`src/rtl/eee_vid_pkg.sv`:
```
// eee_vid_pkg: shared constants and FSM state type for the horizontal video filter
package eee_vid_pkg;
    localparam int          IMAGE_W_DEF  = 640;
    localparam logic [31:0] ID_VALUE_DEF = 32'h1234EEE1;
    localparam logic [1:0]  REG_CTRL     = 2'd0;
    localparam logic [1:0]  REG_ID       = 2'd1;
    localparam logic [1:0]  REG_FRAMES   = 2'd2;
    typedef enum logic [1:0] {EMPTY, HOLD, FLUSH} state_t;
endpackage

```
`src/rtl/eee_hfilter_kernel.sv`:
```
// eee_hfilter_kernel: one-channel 3-tap (1,2,1)/4 smoothing, truncating
module eee_hfilter_kernel (
    input  logic [7:0] l,
    input  logic [7:0] c,
    input  logic [7:0] r,
    output logic [7:0] y
);
    logic [9:0] sum;
    assign sum = {2'b00, l} + {1'b0, c, 1'b0} + {2'b00, r};
    assign y   = 8'(sum >> 2);
endmodule

```
`src/rtl/eee_hfilter.sv`:
```
// eee_hfilter: one-word-delay 3-tap horizontal filter on an Avalon-ST video stream; EEE_HFILTER_STATS_EN adds a frame counter
module eee_hfilter
    import eee_vid_pkg::*;
#(
    parameter int          IMAGE_W  = IMAGE_W_DEF,
    parameter logic [31:0] ID_VALUE = ID_VALUE_DEF
) (
    input  logic        clk,
    input  logic        reset_n,
    input  logic        s_chipselect,
    input  logic        s_read,
    input  logic        s_write,
    input  logic [1:0]  s_address,
    input  logic [31:0] s_writedata,
    output logic [31:0] s_readdata,
    input  logic [23:0] sink_data,
    input  logic        sink_valid,
    input  logic        sink_sop,
    input  logic        sink_eop,
    output logic        sink_ready,
    output logic [23:0] source_data,
    output logic        source_valid,
    output logic        source_sop,
    output logic        source_eop,
    input  logic        source_ready,
    input  logic        mode
);
    localparam int             XW     = (IMAGE_W > 1) ? $clog2(IMAGE_W) : 1;
    localparam logic [XW-1:0]  X_LAST = XW'(IMAGE_W - 1);

    state_t        state, state_nxt;
    logic          out_free, accept, emit;
    logic [23:0]   h_data, p_data;
    logic          h_sop, h_eop;
    logic [XW-1:0] h_x, x_cnt;
    logic          packet_video, enable;
    logic [31:0]   frames, rd_data;
    logic          filt_on;
    logic [23:0]   l_data, r_data, y_data, f_data;
    logic          unused;

    assign unused = ^s_writedata[31:1];

    // state register
    always_ff @(posedge clk) begin
        if (!reset_n) state <= EMPTY;
        else          state <= state_nxt;
    end

    // handshake, emission strobe and next state
    always_comb begin
        out_free   = ~source_valid | source_ready;
        sink_ready = (state != FLUSH) & out_free;
        accept     = sink_valid & sink_ready;
        emit       = 1'b0;
        state_nxt  = state;
        case (state)
            EMPTY: state_nxt = accept ? (sink_eop ? FLUSH : HOLD) : EMPTY;
            HOLD: begin
                emit      = accept;
                state_nxt = (accept & sink_eop) ? FLUSH : HOLD;
            end
            default: begin
                emit      = out_free;
                state_nxt = out_free ? EMPTY : FLUSH;
            end
        endcase
    end

    // taps with edge replication at row ends, packet ends and packet starts
    assign filt_on = mode & enable & packet_video & ~h_sop;
    assign l_data  = (h_x == '0) ? h_data : p_data;
    assign r_data  = ((state == FLUSH) | sink_sop | (h_x == X_LAST)) ? h_data : sink_data;
    assign f_data  = filt_on ? y_data : h_data;

    for (genvar g = 0; g < 3; g++) begin : g_ch
        eee_hfilter_kernel u_kernel (
            .l (l_data[8*g +: 8]),
            .c (h_data[8*g +: 8]),
            .r (r_data[8*g +: 8]),
            .y (y_data[8*g +: 8])
        );
    end

    // held/previous word, pixel position tracking and output register
    always_ff @(posedge clk) begin
        if (!reset_n) begin
            source_valid <= 1'b0;
            source_sop   <= 1'b0;
            source_eop   <= 1'b0;
            source_data  <= '0;
            h_data       <= '0;
            p_data       <= '0;
            h_sop        <= 1'b0;
            h_eop        <= 1'b0;
            h_x          <= '0;
            x_cnt        <= '0;
            packet_video <= 1'b0;
        end else begin
            if (emit) begin
                source_valid <= 1'b1;
                source_data  <= f_data;
                source_sop   <= h_sop;
                source_eop   <= h_eop;
            end else if (source_ready) begin
                source_valid <= 1'b0;
            end
            if (accept) begin
                p_data <= h_data;
                h_data <= sink_data;
                h_sop  <= sink_sop;
                h_eop  <= sink_eop;
                h_x    <= sink_sop ? '0 : x_cnt;
                x_cnt  <= (sink_sop | (x_cnt == X_LAST)) ? '0 : x_cnt + 1'b1;
                if (sink_sop) packet_video <= (sink_data[3:0] == 4'h0);
            end
        end
    end

`ifdef EEE_HFILTER_STATS_EN
    // count video packets as their eop word leaves the filter
    always_ff @(posedge clk) begin
        if (!reset_n)                        frames <= '0;
        else if (emit & h_eop & packet_video) frames <= frames + 32'd1;
    end
`else
    assign frames = '0;
`endif

    assign rd_data = (s_address == REG_CTRL)   ? {31'b0, enable} :
                     (s_address == REG_ID)     ? ID_VALUE :
                     (s_address == REG_FRAMES) ? frames : 32'd0;

    // control register and registered read port
    always_ff @(posedge clk) begin
        if (!reset_n) begin
            enable     <= 1'b1;
            s_readdata <= '0;
        end else begin
            if (s_chipselect & s_write & (s_address == REG_CTRL)) enable <= s_writedata[0];
            if (s_chipselect & s_read) s_readdata <= rd_data;
        end
    end
endmodule

```
`config.mk`:
```
export PLATFORM = sky130hd
export DESIGN_NAME = eee_hfilter
export DESIGN_NICKNAME = d
export VERILOG_FILES = /design/src/rtl/eee_vid_pkg.sv /design/src/rtl/eee_hfilter_kernel.sv /design/src/rtl/eee_hfilter.sv
export SDC_FILE = /design/constraint.sdc
export NUM_CORES = 1
export LEC_CHECK = 0
export ABC_AREA = 1
export CAP_MARGIN = 10
export CORE_MARGIN = 2
export CORE_UTILIZATION = 43
export DETAILED_ROUTE_END_ITERATION = 10
export PLACE_DENSITY = 0.81
export SLEW_MARGIN = 40
export SYNTH_ARGS = -nofsm -noshare
export SYNTH_HDL_FRONTEND = slang
export SYNTH_HIERARCHICAL = 1
export SYNTH_SLANG_ARGS = --single-unit
```
`constraint.sdc`:
```
create_clock -name clk -period 2.7 [get_ports clk]
set_input_delay 0.405 -clock clk [delete_from_list [all_inputs] [get_ports clk]]
set_output_delay 0.405 -clock clk [all_outputs]
set_load 0.01 [all_outputs]
```
==> qor.csv <==
stage;metric;value;unit
run_status;status;finished, violations left;
run_status;violated checks;negative setup slack;
finish;post-route insts no fill;1290;
setup_path;Cell Chain, Critical Path;nand2_2 > nor3_4 > nand3_4 > nand2_4 > buf_6 > nand2_2 > nand2_1 > inv_2 > fa_1 > nor2_4 > fa_2 > nand3_2 > nand2_2 > nand3_2 > nand2_2 > nand2_2 > nand2_2 > nand2_1 > nand3_1 > nand2_1 > inv_1;
grt;gr usage total;0.216;
clocking;CTS HTree Levels;3;
power;Int Pwr;3.48;mW
finish;Final Instance Area;0.00882;mm²
setup_path;Buf/Inv on CP;3;
placement;Placed Instances;1242;
floorplanning;Ports;128;
clocking;CTS Buf Count;9;
timing;slew margin rel.;0.639;
routing;DR vias;6745;
timing;max frequency;0.330;GHz
routing;Via-to-Cell Ratio;5.23;
floorplanning;die area;0.0165;mm²
grt;initial antenna violation count;0;
finish;layout cells sized above 1;0.216;
floorplanning;chip width;128;µm
routing;post-route ant nets;0;
min_path;HP Class;flop to flop;
routing;Detailed Route WL;18700;µm
clocking;CTS tree;done;
power;Sw Ratio;0.351;
clocking;Root Buffer;clkbuf_16;
placement;DP Area;0.00772;mm²
synth;EDFF count, synth;0;
setup_path;CP Data Required Time;2960;ps
timing;RSZ-0062 raised after global routing;yes;
routing;WL/cell;14.5;µm
timing;final hold viol count;0;
power;power per cell area;607;mW/mm²
setup_path;top cell family by delay on the critical path;simple AND/OR/NAND/NOR gates;
setup_path;CP max stage delay;550;ps
routing;Residual DRC;0;
placement;GPL Wtd Cong;0.857;
routing;DRT iter0 DRCs;505;
grt;vias in the first global route;6311;
floorplanning;Initial Util;0.439;
power;total power;5.35;mW
setup_path;reg2reg setup slack;-330;ps
floorplanning;Die Y-Extent;128;µm
finish;diode count;0;
power;Combinational Power Share;0.416;
timing;Final Max Tran Viols;0;
finish;sequential cell area;0.00207;mm²
job;maxcap violations;0;
synth;#FFs+latches synth;103;
floorplanning;std cell rows;45;
placement;port buffer count;79;
synth;netlist area before placement;0.00665;mm²
grt;remaining global-route overflow;0;
floorplanning;Core ar.;0.0151;mm²
setup_path;CP max-delay cell;fa_1;
clocking;CTS Sinks;103;
setup_path;Worst EP arrival;3290;ps
synth;Most used DFF post-synth;dfxtp_1;
synth;asr flop ratio synth;0;
finish;multi-input logic area;0.00417;mm²
finish;# fillers;1279;
timing;period utilization;1.12;
setup_path;kind of critical path;flop to flop;
timing;fin crit period;3030;ps
setup_path;CP Launch Type;flop;
clocking;CTS Buffer Depth;2;
finish;Syn-to-layout area delta;32.8;%
setup_path;critical path fanouts, max;5;
timing;Setup-failing EPs final;22;
clocking;Clock Latency Late Sink;360;ps
power;P_sw;1.88;mW
placement;detailed-placement wirelength estimate;11200;µm
routing;Pre-Repair DR Iteration Count;7;
setup_path;Critical Path Sink Type;flop;
power;sequential share of power;0.329;
synth;Post-Synthesis Cells;973;
timing;worst setup margin;-327;ps
power;clock power share;0.255;
finish;nets;1212;
synth;Netlist cell types;34;
clocking;clock-pin slew on the worst setup and hold paths;80;ps
grt;first-pass GRT wire length;29000;µm
synth;Mean Syn Cell Area;6.83;µm²
power;Max VDD drop;0.375;mV
grt;largest net degree at the start of global routing;45;
power;Pleak;4.09;nW
finish;Final Core Density;0.583;
setup_path;CP most frequent cell;nand2_2;
synth;YS warnings;6;
synth;sequential area share after synthesis;0.310;
timing;Worst-Margin Slew;541;ps
timing;Final Skew;9.13;ps
==> stage by stage <==
step / worst slack [ps] / hold WS (ps) / setup TNS, ps
final: -327 / 452 / -3990
after floorplan: -13.4 / 424 / -24.4
after detailed placement: -552 / 441 / -10310
after CTS: -130 / 452 / -1360
after global routing: -430 / 478 / -7000
after global placement: -494 / 434 / -9090
==> sequential cells by signal (all words and copies together) (netlist names) <==
register,flops
h_eop,1
h_x,10
s_readdata,2
source_valid,1
enable,1
h_sop,1
source_data,24
h_data,24
p_data,24
packet_video,1
x_cnt,10
state,2
source_eop,1
source_sop,1
==> cell usage in the layout, fill, tap and decap left out, drive strengths merged <==
| cell | Yosys | routed |
|---|---|---|
| nand4 | 6 | 6 |
| buf | 60 | 91 |
| clkinv | 3 | 4 |
| dfxtp | 103 | 103 |
| nand2 | 301 | 301 |
| xor2 | 10 | 10 |
| clkdlybuf4s50 | 0 | 78 |
| nand3 | 69 | 69 |
| ha | 22 | 22 |
| inv | 113 | 113 |
| clkinvlp | 0 | 1 |
| nor3b | 1 | 1 |
| o21bai | 1 | 1 |
| o21ai | 71 | 71 |
| xnor2 | 1 | 1 |
| bufinv | 0 | 1 |
| conb | 1 | 17 |
| a21oi | 79 | 79 |
| fa | 24 | 24 |
| dlygate4sd2 | 0 | 1 |
| a21o | 3 | 3 |
| o211ai | 1 | 1 |
| nor2 | 85 | 85 |
| nor3 | 5 | 5 |
| a211oi | 1 | 1 |
| clkbuf | 13 | 13 |
==> power by group through the flow <==
stage                     registers [mW]  logic (mW)  clock network [mW]
after floorplan                     1.79        1.13                   0
after global placement              1.78        1.65                   0
after detailed placement            1.78        1.69                   0
after CTS                           1.75        1.99                1.37
after global routing                1.77        2.43                1.43
final                               1.76        2.23                1.37
==> layout make-up <==
cell class	count	area share
clock buffers	12	0.0291
clock inverters	3	0.00482
inverters	116	0.0499
repair buffers	171	0.182
flip-flops and latches	103	0.235
multi-input cells	697	0.472
well taps	188	0.0267
==> layer usage <==
layer,wire length (µm),global-route usage
met3,1350,0.0363
met4,587,0.0989
met5,0,0
met2,9110,0.368
met1,7630,0.267
==> repair_timing <==
item	4_1_cts	5_1_grt
hold buffers	0	0
gates resized for setup	72	65
cloned	1	1
buffers inserted	22	11
pin swaps	50	49
endpoints found under the setup margin	23	24
==> worst paths after layout <==
| path | start | end | cells after the start |
|---|---|---|---|
| worst max-delay path | h_x[3]$_SDFFE_PN0P_ | source_data[15]$_SDFFE_PN0P_ | 21 |
| worst max register to register | h_x[3]$_SDFFE_PN0P_ | source_data[15]$_SDFFE_PN0P_ | 21 |
| worst min-delay path | p_data[12]$_SDFFE_PN0P_ | p_data[12]$_SDFFE_PN0P_ | 2 |
| worst min register to register | p_data[12]$_SDFFE_PN0P_ | p_data[12]$_SDFFE_PN0P_ | 2 |
==> worst register-to-register path, cell delays in order, from the launching register on <==
cell and delay, ps:
dfxtp_2 360, nand2_2 70, nor3_4 230, nand3_4 150, nand2_4 120, buf_6 130, nand2_2 50, nand2_1 80
inv_2 40, fa_1 550, nor2_4 50, fa_2 400, nand3_2 90, nand2_2 60, nand3_2 80, nand2_2 70
nand2_2 90, nand2_2 60, nand2_1 70, nand3_1 80, nand2_1 60, inv_1 30
==> cells in the mapped netlist, types with 5 or more instances <==
master	number	area, µm²
nand2_1	286	1070
inv_1	106	398
dfxtp_1	103	2060
nor2_1	78	293
a21oi_1	76	380
nand3_1	64	320
o21ai_0	60	300
buf_4	37	278
fa_1	24	480
ha_1	22	275
nand2_2	14	87.6
clkbuf_1	13	48.8
buf_6	12	135
o21ai_1	10	50.1
xor2_1	10	87.6
buf_2	7	35.0
inv_2	7	26.3
nand4_1	6	37.5
nand3_2	5	50.1
nor3_1	5	25.0
==> kinds of logic (layout without fill, tap and decap cells) <==
family | count (synthesis) | in the layout | synth area share
AO/OA/AOI/OAI | 156 | 156 | 0.122
XOR/XNOR | 11 | 11 | 0.0145
adder cells (fa/ha/maj) | 46 | 46 | 0.114
buffers and inverters | 189 | 302 | 0.143
flip-flops | 103 | 103 | 0.310
other | 1 | 17 | 0.000564
AND/OR/NAND/NOR | 467 | 467 | 0.296
Note: power is estimated with default switching activity, not from simulation.
